## src/rtl/if_layer_mem_sched.sv

```systemverilog
// ----------------------------------------------------------------------------
// if_layer_mem_sched
//   Weight-memory access scheduler for an IF layer. Owns the layer's single
//   weight-memory port and multiplexes two users onto it:
//     * bulk loads: a valid/ready weight stream is written into every
//       neuron's memory in address order {neuron, index};
//     * single host reads/writes, accepted only while idle.
//
// Ports
//   clk, rst                 clock (rising edge), asynchronous active-low reset
//   start, abort             begin / cancel a bulk load
//   busy, done               scheduler active / one-cycle load-complete pulse
//   wt_data/valid/ready      weight stream (valid/ready handshake)
//   host_addr/din/wen/ren    host request ({neuron[27:8], index[7:0]})
//   host_rdy, host_ack       request accepted this cycle / write issued or
//                            read data valid
//   host_dout                last read data, held until the next read ack
//   mem_addr/din/wen/dout    layer weight-memory port
// ----------------------------------------------------------------------------
module if_layer_mem_sched #(
  parameter int WEIGHT_SIZE  = 32,
  parameter int NUM_INPUTS   = 4,
  parameter int NUM_NEURONS  = 1,
  parameter int READ_LATENCY = 1
) (
  input  logic                   clk,
  input  logic                   rst,
  input  logic                   start,
  input  logic                   abort,
  output logic                   busy,
  output logic                   done,
  input  logic [WEIGHT_SIZE-1:0] wt_data,
  input  logic                   wt_valid,
  output logic                   wt_ready,
  input  logic [27:0]            host_addr,
  input  logic [WEIGHT_SIZE-1:0] host_din,
  input  logic                   host_wen,
  input  logic                   host_ren,
  output logic                   host_rdy,
  output logic                   host_ack,
  output logic [WEIGHT_SIZE-1:0] host_dout,
  output logic [27:0]            mem_addr,
  output logic [WEIGHT_SIZE-1:0] mem_din,
  output logic                   mem_wen,
  input  logic [WEIGHT_SIZE-1:0] mem_dout
);

  typedef enum logic [2:0] {
    S_IDLE     = 3'd0,
    S_LOAD     = 3'd1,
    S_HWR      = 3'd2,
    S_HRD_WAIT = 3'd3,
    S_HRD_ACK  = 3'd4
  } state_e;

  localparam logic [7:0]  K_LAST   = 8'(NUM_INPUTS - 1);
  localparam logic [19:0] N_LAST   = 20'(NUM_NEURONS - 1);
  localparam logic [15:0] LAT_LAST = 16'(READ_LATENCY - 1);

  state_e                 state_q,     state_d;
  logic [19:0]            n_q,         n_d;
  logic [7:0]             k_q,         k_d;
  logic                   last_q,      last_d;
  logic [15:0]            lat_q,       lat_d;
  logic [27:0]            mem_addr_q,  mem_addr_d;
  logic [WEIGHT_SIZE-1:0] mem_din_q,   mem_din_d;
  logic                   mem_wen_q,   mem_wen_d;
  logic                   host_ack_q,  host_ack_d;
  logic [WEIGHT_SIZE-1:0] host_dout_q, host_dout_d;
  logic                   done_q,      done_d;

  logic                   wt_ready_s;
  logic                   wt_hs_s;

  // Handshake qualifiers: last_q blocks further beats while the final write
  // (and done) is in flight; abort blocks the beat on the abort edge.
  assign wt_ready_s = (state_q == S_LOAD) && !abort && !last_q;
  assign wt_hs_s    = wt_valid && wt_ready_s;

  assign wt_ready  = wt_ready_s;
  assign busy      = (state_q != S_IDLE);
  assign host_rdy  = (state_q == S_IDLE) && !start;
  assign mem_addr  = mem_addr_q;
  assign mem_din   = mem_din_q;
  assign mem_wen   = mem_wen_q;
  assign host_ack  = host_ack_q;
  assign host_dout = host_dout_q;
  assign done      = done_q;

  // Next-state and registered-output computation.
  always_comb begin
    state_d     = state_q;
    n_d         = n_q;
    k_d         = k_q;
    last_d      = last_q;
    lat_d       = lat_q;
    mem_addr_d  = mem_addr_q;
    mem_din_d   = mem_din_q;
    mem_wen_d   = 1'b0;
    host_ack_d  = 1'b0;
    host_dout_d = host_dout_q;
    done_d      = 1'b0;

    case (state_q)
      S_IDLE: begin
        // start has priority over host requests; a write beats a read.
        if (start) begin
          state_d = S_LOAD;
          n_d     = 20'd0;
          k_d     = 8'd0;
          last_d  = 1'b0;
        end else if (host_wen) begin
          // Outputs are registered, so the write is launched here to appear
          // during the single HWR cycle.
          state_d    = S_HWR;
          mem_addr_d = host_addr;
          mem_din_d  = host_din;
          mem_wen_d  = 1'b1;
          host_ack_d = 1'b1;
        end else if (host_ren) begin
          state_d    = S_HRD_WAIT;
          mem_addr_d = host_addr;
          lat_d      = 16'd0;
        end else begin
          state_d = S_IDLE;
        end
      end

      S_LOAD: begin
        if (last_q || abort) begin
          // Either the final write/done cycle is on the port now, or the
          // load is being cancelled; no beat is taken in either case.
          state_d = S_IDLE;
          last_d  = 1'b0;
        end else if (wt_hs_s) begin
          mem_addr_d = {n_q, k_q};
          mem_din_d  = wt_data;
          mem_wen_d  = 1'b1;
          if (k_q == K_LAST) begin
            k_d = 8'd0;
            n_d = n_q + 20'd1;
            if (n_q == N_LAST) begin
              last_d = 1'b1;
              done_d = 1'b1;
            end else begin
              last_d = 1'b0;
            end
          end else begin
            k_d = k_q + 8'd1;
          end
        end else begin
          state_d = S_LOAD;
        end
      end

      S_HWR: begin
        state_d = S_IDLE;
      end

      S_HRD_WAIT: begin
        // Address has been stable for READ_LATENCY cycles at this edge.
        if (lat_q == LAT_LAST) begin
          host_dout_d = mem_dout;
          host_ack_d  = 1'b1;
          state_d     = S_HRD_ACK;
        end else begin
          lat_d = lat_q + 16'd1;
        end
      end

      S_HRD_ACK: begin
        state_d = S_IDLE;
      end

      default: begin
        state_d = S_IDLE;
      end
    endcase
  end

  // State and output registers with asynchronous active-low reset.
  always_ff @(posedge clk or negedge rst) begin
    if (!rst) begin
      state_q     <= S_IDLE;
      n_q         <= 20'd0;
      k_q         <= 8'd0;
      last_q      <= 1'b0;
      lat_q       <= 16'd0;
      mem_addr_q  <= 28'd0;
      mem_din_q   <= {WEIGHT_SIZE{1'b0}};
      mem_wen_q   <= 1'b0;
      host_ack_q  <= 1'b0;
      host_dout_q <= {WEIGHT_SIZE{1'b0}};
      done_q      <= 1'b0;
    end else begin
      state_q     <= state_d;
      n_q         <= n_d;
      k_q         <= k_d;
      last_q      <= last_d;
      lat_q       <= lat_d;
      mem_addr_q  <= mem_addr_d;
      mem_din_q   <= mem_din_d;
      mem_wen_q   <= mem_wen_d;
      host_ack_q  <= host_ack_d;
      host_dout_q <= host_dout_d;
      done_q      <= done_d;
    end
  end

endmodule

```

## config.mk

```make
export PLATFORM = sky130hd
export DESIGN_NAME = if_layer_mem_sched
export DESIGN_NICKNAME = d
export VERILOG_FILES = /design/src/rtl/if_layer_mem_sched.sv
export SDC_FILE = /design/constraint.sdc
export NUM_CORES = 1
export LEC_CHECK = 0
export BUFFER_PORTS_ARGS = -buffer_cell sky130_fd_sc_hd__buf_2
export CORE_AREA = 2 2 112 135
export CTS_CLUSTER_SIZE = 16
export DETAILED_ROUTE_END_ITERATION = 8
export DIE_AREA = 0 0 114 137
export GPL_TIMING_DRIVEN = 0
export PLACE_DENSITY = 0.8
export SETUP_SLACK_MARGIN = 0.05
export SLEW_MARGIN = 0
export SYNTH_ARGS = -nofsm -noshare
export SYNTH_HDL_FRONTEND = slang
export SYNTH_SLANG_ARGS = --single-unit
```

## constraint.sdc

```tcl
create_clock -name clk -period 2.9 [get_ports clk]
set_input_delay 0.58 -clock clk [delete_from_list [all_inputs] [get_ports clk]]
set_output_delay 0.58 -clock clk [all_outputs]
set_load 0.01 [all_outputs]
```

==> impl_results.md <==
* Core Region at 0.0143 mm2
* Die Wd at 114 um
* Final Cycle Share at 93.1%
* Max FO, Critical Path at 8
* CTS clk-pin slew, worst paths at 0.06 ns
* Ys Warns at 0
* Top post-synthesis cells by area: dfrtp_1 53%, mux2i_1 8.5%, o21ai_0 6.6%
* VDD IR max at 578 uV
* Area Overhead vs Synth at 29.6%
* Pre-CTS WS at 0.154 ns
* Most common library cells after synthesis: 143 x dfrtp_1, 90 x nand2_1, 89 x o21ai_0, 57 x mux2i_1, 33 x nor2_1
* M1 WL at 7.11 mm
* Unrepaired setup endpoints after global routing: false
* Setup Total Neg Slack at 0 ns
* Row Count at 48
* First-pass GRT wire length at 28.4 mm
* Vias/cell at 5.41
* Top FF cell, synth: dfrtp_1
* Max cap viols at 0
* Sequential cell area at 0.00358 mm2
* Fin area at 0.00873 mm2
* Routed length per instance at 16.6 um
* Final ANT Viol Nets at 0
* Syn_area_per_cell at 10.4 um2
* Pwr Total at 0.00895 W
* Synth top area share at 53.1%
* Gr ovfl total at 0
* Top-count cell post-synth: dfrtp_1
* Post-CTS resize count at 0
* Die height at 137 um
* CTS root buf: clkbuf_16
* Status: complete, no violations
* Area of the multi-input gates at 0.00293 mm2
* Post-CTS setup buffer count at 0
* Detailed-route wire length at 18.1 mm
* Number of global-route vias before repair at 6004
* Fraction of registers with async set/reset at 100%
* Placed cell areas at 0.00813 mm2
* Critical path class: flop to output pin
* CP endpoint kind: output pin
* NetSw at 0.00340 W
* Number of synthesized flops with an enable pin at 0
* Starting Density at 47.1%
* Clock Power Share at 24.8%
* IO buf count at 228
* Critical Path RT at 2.32 ns
* Fmax at 370 MHz
* Sequential group share of total power at 34.0%
* Leakage at 4.27 nW
* Clock Skew at 0.0114 ns
* PwrDens at 1030 mW/mm2
* Worst setup margin at 0.200 ns
* Slew Viols, Final at 0
* Initial DRC count at 249
* Internal at 0.00555 W
* Util after Layout at 61.1%
* Yosys top cell by area: dfrtp_1
* Fin. Hold Viols at 0
* Post-CTS Hold Buffers at 0
* CP Data Arrival Time at 2.12 ns
* Syn nets at 786
* Met3 wire len at 986 um
* Layout cells sized above 1 at 34.1%
* Number of synthesized register bits at 143
* Num CTS Buffers at 17
* Via count at 5881
* Comb power frac at 41.2%
* Worst reg2reg startpoint: lat_q[0]
* H-tree levels at 4
* Global-route usage over all layers at 23.5%
* GPL Wtd Cong at 0.862
* Fillers at 1262
* Distinct cells, synth at 48
* Cell count after synthesis at 650
* Max layer used: met4
* Critical Path Source Type: flop
* Rel. slew slack at 28.0%
* Worst Tran Pin Value at 1.07 ns
* Routed wl met2 at 9.53 mm
* Clock sink count at 143
* Post-route DRC at 0
* Largest net degree at the start of global routing at 93
* Post-synthesis sequential area ratio at 53.1%
* Min-Delay Path Class: primary input to asynchronous set/reset pin
* Final setup fails at 0
* Post-synth design cell area at 0.00673 mm2
* Switching part of the total at 38.0%
* CTS tree: yes
* Antenna violations before repair at 2
* Final #Nets at 1034
* Max Buffers Root-to-Sink at 2
* Period minus WS final at 2.70 ns
* Drt pass-1 iters at 6
* Die ar. at 0.0156 mm2
* I/O Pins at 229
* CP startpoint: state_q[2]
* Hpwl dp at 13.4 mm
* Worst skew pair latency at 0.43 ns
-- per-stage QoR --
step | hold slack, ns | cells
2_1_floorplan | 0.284 | 650
3_3_place_gp | 0.457 | 1053
3_5_place_dp | 0.464 | 1054
4_1_cts | 0.0964 | 1086
5_1_grt | 0.115 | 1087
6_report | 0.0830 | 1088
-- worst max-delay path, cell delays in order, from the launching register on --
cell and delay [ns]:
dfrtp_1 0.36, clkbuf_1 0.20, nor4_1 0.85, buf_2 0.28
-- layout by cell type (no fill, tap or decap), types with 15 or more instances in the layout --
cell type	Yosys	final
nand2_1	90	90
mux2_2	32	32
o21ai_0	89	89
mux2i_1	57	57
a21oi_1	18	18
clkbuf_1	21	22
dfrtp_1	143	143
clkbuf_16	0	17
nor2_1	33	33
inv_1	15	15
nand4_1	16	16
buf_2	10	237
nand3_1	20	20
-- area by class of cell --
cell class,count,share of cell area [%]
Multi-Input combinational cell,455,33.6
Timing Repair Buffer,229,13.5
Inverter,15,0.645
Buffer,37,1.95
Sequential cell,143,41.0
Clock buffer,18,4.92
Clock inverter,14,1.89
Antenna cell,2,0.0573
Tap cell,175,2.51
-- flip-flops by register name, indices dropped and copies added, names as in the netlist --
signal and cells:
done 1, host_ack 1, host_dout 32, k_q 8, last_q 1, lat_q 16, mem_addr 28, mem_din 32
mem_wen 1, n_q 20, state_q 3
-- final timing paths --
kind | endpoint | slack, ns | depth (start not counted)
min in group clk | host_dout[28] | 0.37 | 2
max in group asynchronous | lat_q[6] | 2.00 | 2
min | mem_din[18] | 0.08 | 1
max | host_rdy | 0.20 | 3
min reg2reg | mem_addr[21] | 0.47 | 2
max reg2reg | host_dout[22] | 0.37 | 7
-- logic make-up (layout without fill, tap and decap cells) --
family / after synthesis / after routing / synth area share, %
muxes: 89 / 89 / 13.8
DFF: 143 / 143 / 53.1
AOI/OAI and AO/OA: 133 / 133 / 11.2
buffers and inverters: 52 / 313 / 3.36
adders and majority gates: 5 / 5 / 0.929
xor gates and xnor gates: 13 / 13 / 1.69
and+or+nand+nor: 215 / 215 / 15.8
other: 0 / 2 / 0
-- per-layer routing --
| layer | global-route usage [%] | up-vias |
|---|---|---|
| met4 | 9.82 | 0 |
| met5 | 0 | - |
| met2 | 42.1 | 209 |
| met1 | 26.4 | 2825 |
| li1 | - | 2812 |
| met3 | 6.02 | 35 |
-- power groups by stage --
stage | sequential [W] | combinational [W] | clock, W
3_3_place_gp | 0.00304 | 0.00360 | 0
6_report | 0.00305 | 0.00368 | 0.00222
3_5_place_dp | 0.00306 | 0.00372 | 0
2_1_floorplan | 0.00334 | 0.00200 | 0
4_1_cts | 0.00304 | 0.00372 | 0.00225
5_1_grt | 0.00312 | 0.00405 | 0.00235
Power figures use the tool's default switching activity.
